$ cat src/rtl/mips_pkg.sv
// Shared MIPS datapath definitions.
// Holds the divider state encoding, the default operand width and the
// width of the divider's iteration counter.
package mips_pkg;

  localparam int unsigned DIV_WIDTH = 32;
  localparam int unsigned DIV_CNT_W = $clog2(DIV_WIDTH + 1);

  typedef enum logic [2:0] {
    IDLE = 3'd0,
    RUN  = 3'd1,
    FIX  = 3'd2,
    DONE = 3'd3,
    ZERO = 3'd4
  } div_state_e;

endpackage

$ cat src/rtl/div_unit.sv
// Multicycle signed restoring divider for the MIPS div instruction.
// Produces one quotient bit per cycle. The quotient goes to LO and the
// remainder to HI. A zero divisor raises a one-cycle divZero exception.
// Ports:
//   clk, reset    - clock; synchronous active-high reset
//   div_start     - start request, accepted only while idle
//   A, B          - dividend / divisor, two's complement
//   hi_out        - remainder (sign of dividend)
//   lo_out        - quotient (truncated toward zero)
//   div_done      - one-cycle completion pulse
//   divZero       - one-cycle divide-by-zero pulse, coincident with div_done
module div_unit
  import mips_pkg::*;
#(
  parameter int unsigned WIDTH = DIV_WIDTH
) (
  input  logic             clk,
  input  logic             reset,
  input  logic             div_start,
  input  logic [WIDTH-1:0] A,
  input  logic [WIDTH-1:0] B,
  output logic [WIDTH-1:0] hi_out,
  output logic [WIDTH-1:0] lo_out,
  output logic             div_done,
  output logic             divZero
);

  localparam int unsigned CNT_W = $clog2(WIDTH + 1);

  div_state_e       state, state_next;
  logic [CNT_W-1:0] cnt;
  logic [WIDTH:0]   rem;
  logic [WIDTH-1:0] quo;
  logic [WIDTH-1:0] dvs;
  logic             qneg, rneg;

  logic [WIDTH:0]   rem_sh, rem_step;
  logic [WIDTH-1:0] quo_step;
  logic             fits;
  logic [WIDTH-1:0] lo_fix, hi_fix;

  // Magnitude as unsigned WIDTH bits; the most negative value maps to itself.
  function automatic logic [WIDTH-1:0] abs_val(input logic [WIDTH-1:0] x);
    return x[WIDTH-1] ? (~x + WIDTH'(1)) : x;
  endfunction

  // Next-state logic
  always_comb begin
    state_next = state;
    case (state)
      IDLE:    if (div_start) state_next = (B == '0) ? ZERO : RUN;
      RUN:     if (cnt == CNT_W'(WIDTH - 1)) state_next = FIX;
      FIX:     state_next = DONE;
      DONE:    state_next = IDLE;
      ZERO:    state_next = IDLE;
      default: state_next = IDLE;
    endcase
  end

  // One restoring step: shift {rem,quo} left, subtract divisor if it fits.
  // rem < divisor always holds between steps, so rem_sh never overflows.
  always_comb begin
    rem_sh   = {rem[WIDTH-1:0], quo[WIDTH-1]};
    fits     = (rem_sh >= {1'b0, dvs});
    rem_step = fits ? (rem_sh - {1'b0, dvs}) : rem_sh;
    quo_step = {quo[WIDTH-2:0], fits};
  end

  // Sign correction of the magnitude results
  always_comb begin
    lo_fix = qneg ? (~quo + WIDTH'(1)) : quo;
    hi_fix = rneg ? (~rem[WIDTH-1:0] + WIDTH'(1)) : rem[WIDTH-1:0];
  end

  // State register, datapath and registered outputs
  always_ff @(posedge clk) begin
    if (reset) begin
      state    <= IDLE;
      cnt      <= '0;
      rem      <= '0;
      quo      <= '0;
      dvs      <= '0;
      qneg     <= 1'b0;
      rneg     <= 1'b0;
      hi_out   <= '0;
      lo_out   <= '0;
      div_done <= 1'b0;
      divZero  <= 1'b0;
    end else begin
      state    <= state_next;
      div_done <= (state_next == DONE) || (state_next == ZERO);
      divZero  <= (state_next == ZERO);
      case (state)
        IDLE: begin
          if (div_start && (B != '0)) begin
            rem  <= '0;
            quo  <= abs_val(A);
            dvs  <= abs_val(B);
            qneg <= A[WIDTH-1] ^ B[WIDTH-1];
            rneg <= A[WIDTH-1];
            cnt  <= '0;
          end
        end
        RUN: begin
          rem <= rem_step;
          quo <= quo_step;
          cnt <= cnt + CNT_W'(1);
        end
        FIX: begin
          lo_out <= lo_fix;
          hi_out <= hi_fix;
        end
        default: ;
      endcase
    end
  end

endmodule

$ cat config.mk
export PLATFORM = sky130hd
export DESIGN_NAME = div_unit
export DESIGN_NICKNAME = d
export VERILOG_FILES = /design/src/rtl/mips_pkg.sv /design/src/rtl/div_unit.sv
export SDC_FILE = /design/constraint.sdc
export NUM_CORES = 1
export LEC_CHECK = 0
export ABC_AREA = 1
export CORE_MARGIN = 2
export CORE_UTILIZATION = 25
export DETAILED_ROUTE_END_ITERATION = 10
export MAX_ROUTING_LAYER = met4
export PLACE_DENSITY = 0.44
export SETUP_SLACK_MARGIN = 0.05
export SYNTH_ARGS = -nofsm -noshare
export SYNTH_HDL_FRONTEND = slang
export SYNTH_SLANG_ARGS = --single-unit
$ cat constraint.sdc
create_clock -name clk -period 5.7 [get_ports clk]
set_clock_uncertainty 0.15 [all_clocks]
set_input_delay 1.14 -clock clk [delete_from_list [all_inputs] [get_ports clk]]
set_output_delay 1.14 -clock clk [all_outputs]
set_load 0.01 [all_outputs]
# --- Word-level counts from Yosys, hierarchy flattened ---
# Cells that the tools add are included.
op_classes:
  n_addsub: 6
  magnitude_cmp: 1
  eq_ne: 6
  n_mux: 15
  bitwise: 5
  n_reduce_logical: 8
ops:
  columns: ["op", "count"]
  rows:
  - ["$mux 32", 7]
  - ["$add 32x1->32 const B", 4]
  - ["$not 32->32", 4]
  - ["$pmux 32 s2", 2]
  - ["$ge 33x32->1", 1]
  - ["$logic_not 32->1", 1]
  - ["$reduce_bool 32->1", 1]
  - ["$sub 32x32->32", 1]
  - ["$pmux 6 s2", 1]
  - ["$mux 3", 3]
  - ["$pmux 3 s3", 1]
  - ["$add 6x1->6 const B", 1]
  - ["$eq 3x2->1 const B", 2]
  - ["$eq 6x5->1 const B", 1]
  - ["$mux 6", 1]
  - ["$reduce_and 2->1", 2]
  - ["$eq 3x1->1 const B", 1]
  - ["$eq 3x3->1 const B", 1]
  - ["$logic_not 3->1", 1]
  - ["$ne 2x2->1 const B", 1]
  - ["$reduce_bool 2->1", 1]
  - ["$logic_and 1x1->1", 1]
  - ["$logic_or 1x1->1", 1]
  - ["$xor 1x1->1", 1]
totals:
  register_bits: 173
  output_inout_bits: 66
  wordCells: 52

# --- Depth between registers and ports, before layout ---
logic_depth:
  ltp_word: 6
  ltp_mapped: 16

# --- Worst setup path after synthesis ---
# Ideal clock, no wire load.
synth_path:
  path_type: "input to register"
  from: "in B[0]"
  to: "reg dvs[24]"
  setup_ns: 0.115
  arrival_time_ns: 2.436
  setup_slack_ns: 2.998
  cell_stages: 12
  n_path_buf: 0
  cell_sequence: "inv_1 > ha_1 > nand3_2 > nor2_1 > nand3_1 > nor2_1 > nand3_2 > nand2_1 > nand2_1 > xor2_1 > o21ai_0 > inv_1"
synth_between:
  elab_chain_len: 3
synth_lines:
  columns: ["item", "line_no", "text"]
  rows:
  - ["start: declaration", "div_unit.sv:21", "input logic [WIDTH-1:0] B,"]
  - ["$not 32->32 / $reduce_bool 32->1 (equally long branches)", "div_unit.sv:44, div_unit.sv:95", null]
  - ["$add 32x1->32 / $logic_and 1x1->1 (equally long branches)", "div_unit.sv:44, div_unit.sv:95", null]
  - ["$mux 32 / $reduce_and 2->1 (equally long branches)", null, null]
  - ["end signal: assignment", "div_unit.sv:98", "dvs <= abs_val(B);"]
  - ["end: declaration", "div_unit.sv:34", "logic [WIDTH-1:0] dvs;"]
# Parallel ways exist; a longest one is shown, timed or not.
# A chain may end at the register's enable or synchronous reset.

# --- Worst setup path in the final report ---
layout_path:
  from: "in B[0]"
  to: "reg dvs[16]"
# The elaborated chain is that of the path after synthesis.

==> impl_metrics.ini <==
[status]
status = finished, final reports clean

[hold_path]
hp-class = reg -> reg
whs_path_depth = 2

[clocking]
cts_setup_buffers = 0
clk_latency_ns = 0.48
cts_sinks = 173
cts-htree-levels = 4
cts-root-buf = clkbuf_16
post_cts_resized = 0
cts_tree = done
ctsHoldBuffers = 0
cts_buffer_depth = 2
clk_pin_slew_ns = 0.07
cts_buffers = 17

[worst_setup_path]
cp-end-kind = register
r2r_end = rem[31]
reg2reg_from = rem[17]
cp-start-kind = input port
crit_fanout = 41
ff2ff_setup_slack_ns = 2.27
startpoint = B[0]
crit_type = in -> reg
crit_path_end = dvs[16]
required_ns = 5.95
reg2reg_depth = 12
crit_arrival_ns = 3.77

[drt]
vias = 13700
first_iter_violations = 1112
wire_per_inst_um = 16.6
drtPass1Iterations = 6
drc = 0
antenna_left = 0
vias_per_cell = 4.67
wl_mm = 48.8

[floorplan]
io_pins = 133
std_cell_rows = 83
fp.dieH_um = 232
dieWidth_um = 232
dieArea_sq_mm = 0.0541
initial_utilization = 0.253
coreArea_sq_mm = 0.0515

[power]
switching_share = 0.514
pwr-share-comb = 0.576
cellLeakagePower_nw = 7.21
internal_power_mw = 3.00
p_seq_frac = 0.238
p_switching_mw = 3.17
clockPowerShare = 0.187
power_density_mw_per_mm2 = 399
power_mw = 6.17
ir_drop_mv = 0.270

[timing]
slew_viol_final = 0
whs_ns = 0.310
rsz0062_at_grt = false
setup-violations-final = 0
max_freq_mhz = 284
max_slew.worst_pin.slew_ns = 1.03
max_slew_margin = 0.309
hold_viol_final = 0
post-route-period-util = 0.618
fin_crit_ns = 3.52
tns_ns = 0

[flow_run]
maxCapViolations = 0

[yosys]
synthTopCellsByArea = dfxtp_1, nand2_1, inv_1
synth_edf_count = 0
synthTopCellsByCount = nand2_1, inv_1, nor2_1, dfxtp_1, nand3_1
synth_cell_types = 53
yosysSeqAreaShare = 0.265
avgSynthCellArea_sq_um = 6.04
yosys_register_bits = 173
synth_flop_cell = dfxtp_1
ys_warn_count = 0
netlist_area_sq_mm = 0.0131
async_flop_share = 0
synth.top_cell.area_share = 0.265
yosys.area.top_type = dfxtp_1
syn_nets = 2266
yosysMostFrequentCell = nand2_1
synth_cells = 2161

[global_route]
grt-ovfl-total = 0
grt_max_degree = 92
grt_pass1_vias = 13000
grt_pass1_wl_mm = 75.5
grt_use_total = 0.187
antenna_found_initial = 0

[final_layout]
syn_to_final_growth_pct = 18.5
nNetsFinal = 2349
drive_above_1_share = 0.0527

[place]
gp_congestion = 0.913
hpwl_mm = 38.4
port_buffers = 132
flip-flops by register name, summed over array words and instances, names as in the netlist:
signal	count
cnt	6
divZero	1
div_done	1
dvs	32
hi_out	32
lo_out	32
qneg	1
quo	32
rem	32
rneg	1
state	3
how the worst min path moves through the flow:
stage                     startpoint      to  slack (ns)
after detailed placement      dvs[3]  dvs[3]        0.30
final                         dvs[3]  dvs[3]        0.31
after global routing          dvs[4]  dvs[4]        0.34
after CTS                     dvs[3]  dvs[3]        0.31
after floorplan               dvs[3]  dvs[3]        0.28
after global placement        dvs[3]  dvs[3]        0.31
critical path: stages:
cell             delay (ns)
clkdlybuf4s50_1        0.45
inv_1                  0.06
ha_1                   0.22
nand3_2                0.11
nor2_1                 0.07
nand2_1                0.09
nand3b_4               0.14
nand3_4                0.17
inv_2                  0.57
buf_4                  0.40
o21ai_0                0.14
a21oi_1                0.19
layout by cell type, fill, tap and decap left out, types with 37 or more instances in the layout:
cell	synthesis	routed
nand2_1	570	570
o21ai_0	116	116
clkdlybuf4s50_1	0	131
dfxtp_1	173	173
a21oi_1	137	137
nand3_1	171	171
ha_1	37	37
inv_1	334	334
nor2_1	226	226
xor2_1	64	64
logic make-up after synthesis:
family	count (synthesis)	synth area share
AND/OR/NAND/NOR	1095	0.363
adder cells (fa/ha/maj)	38	0.0370
AO/OA/AOI/OAI	339	0.144
flip-flops	173	0.265
buffers and inverters	431	0.133
XOR/XNOR	85	0.0570
per-stage QoR:
step / worst slack, ns / util / area, sq um / std cells
2_1_floorplan: 3.00 / - / 13100 / 2161
3_3_place_gp: 1.75 / 0.289 / 14900 / 2905
3_5_place_dp: 1.66 / 0.289 / 14900 / 2905
4_1_cts: 2.16 / 0.300 / 15500 / 2937
5_1_grt: 1.96 / 0.300 / 15500 / 2937
6_report: 2.18 / 0.300 / 15500 / 2938
power by group through the flow:
| stage | logic [mW] | clock network [mW] | registers (mW) |
|---|---|---|---|
| 2_1_floorplan | 2.62 | 0 | 1.42 |
| 3_3_place_gp | 3.52 | 0 | 1.50 |
| 3_5_place_dp | 3.53 | 0 | 1.50 |
| 4_1_cts | 3.55 | 1.20 | 1.47 |
| 5_1_grt | 4.03 | 1.25 | 1.48 |
| 6_report | 3.55 | 1.15 | 1.47 |
metal layers:
metal  wire length, um  track usage  up-vias
met1             24100        0.256     6311
met5                 0            -        -
li1                  -            -     7042
met2             21800        0.288      309
met4               942       0.0525        0
met3              1980       0.0246       46
cell type report:
type / count / area, sq um
Antenna cell: 1 / 2.50
Inverter: 351 / 1320
Fill cell: 5843 / 36000
Clock inverter: 15 / 135
Multi-Input combinational cell: 1557 / 7860
Timing Repair Buffer: 144 / 1410
Tap cell: 680 / 851
Sequential cell: 173 / 3460
Clock buffer: 17 / 425
Power figures use the tool's default switching activity.
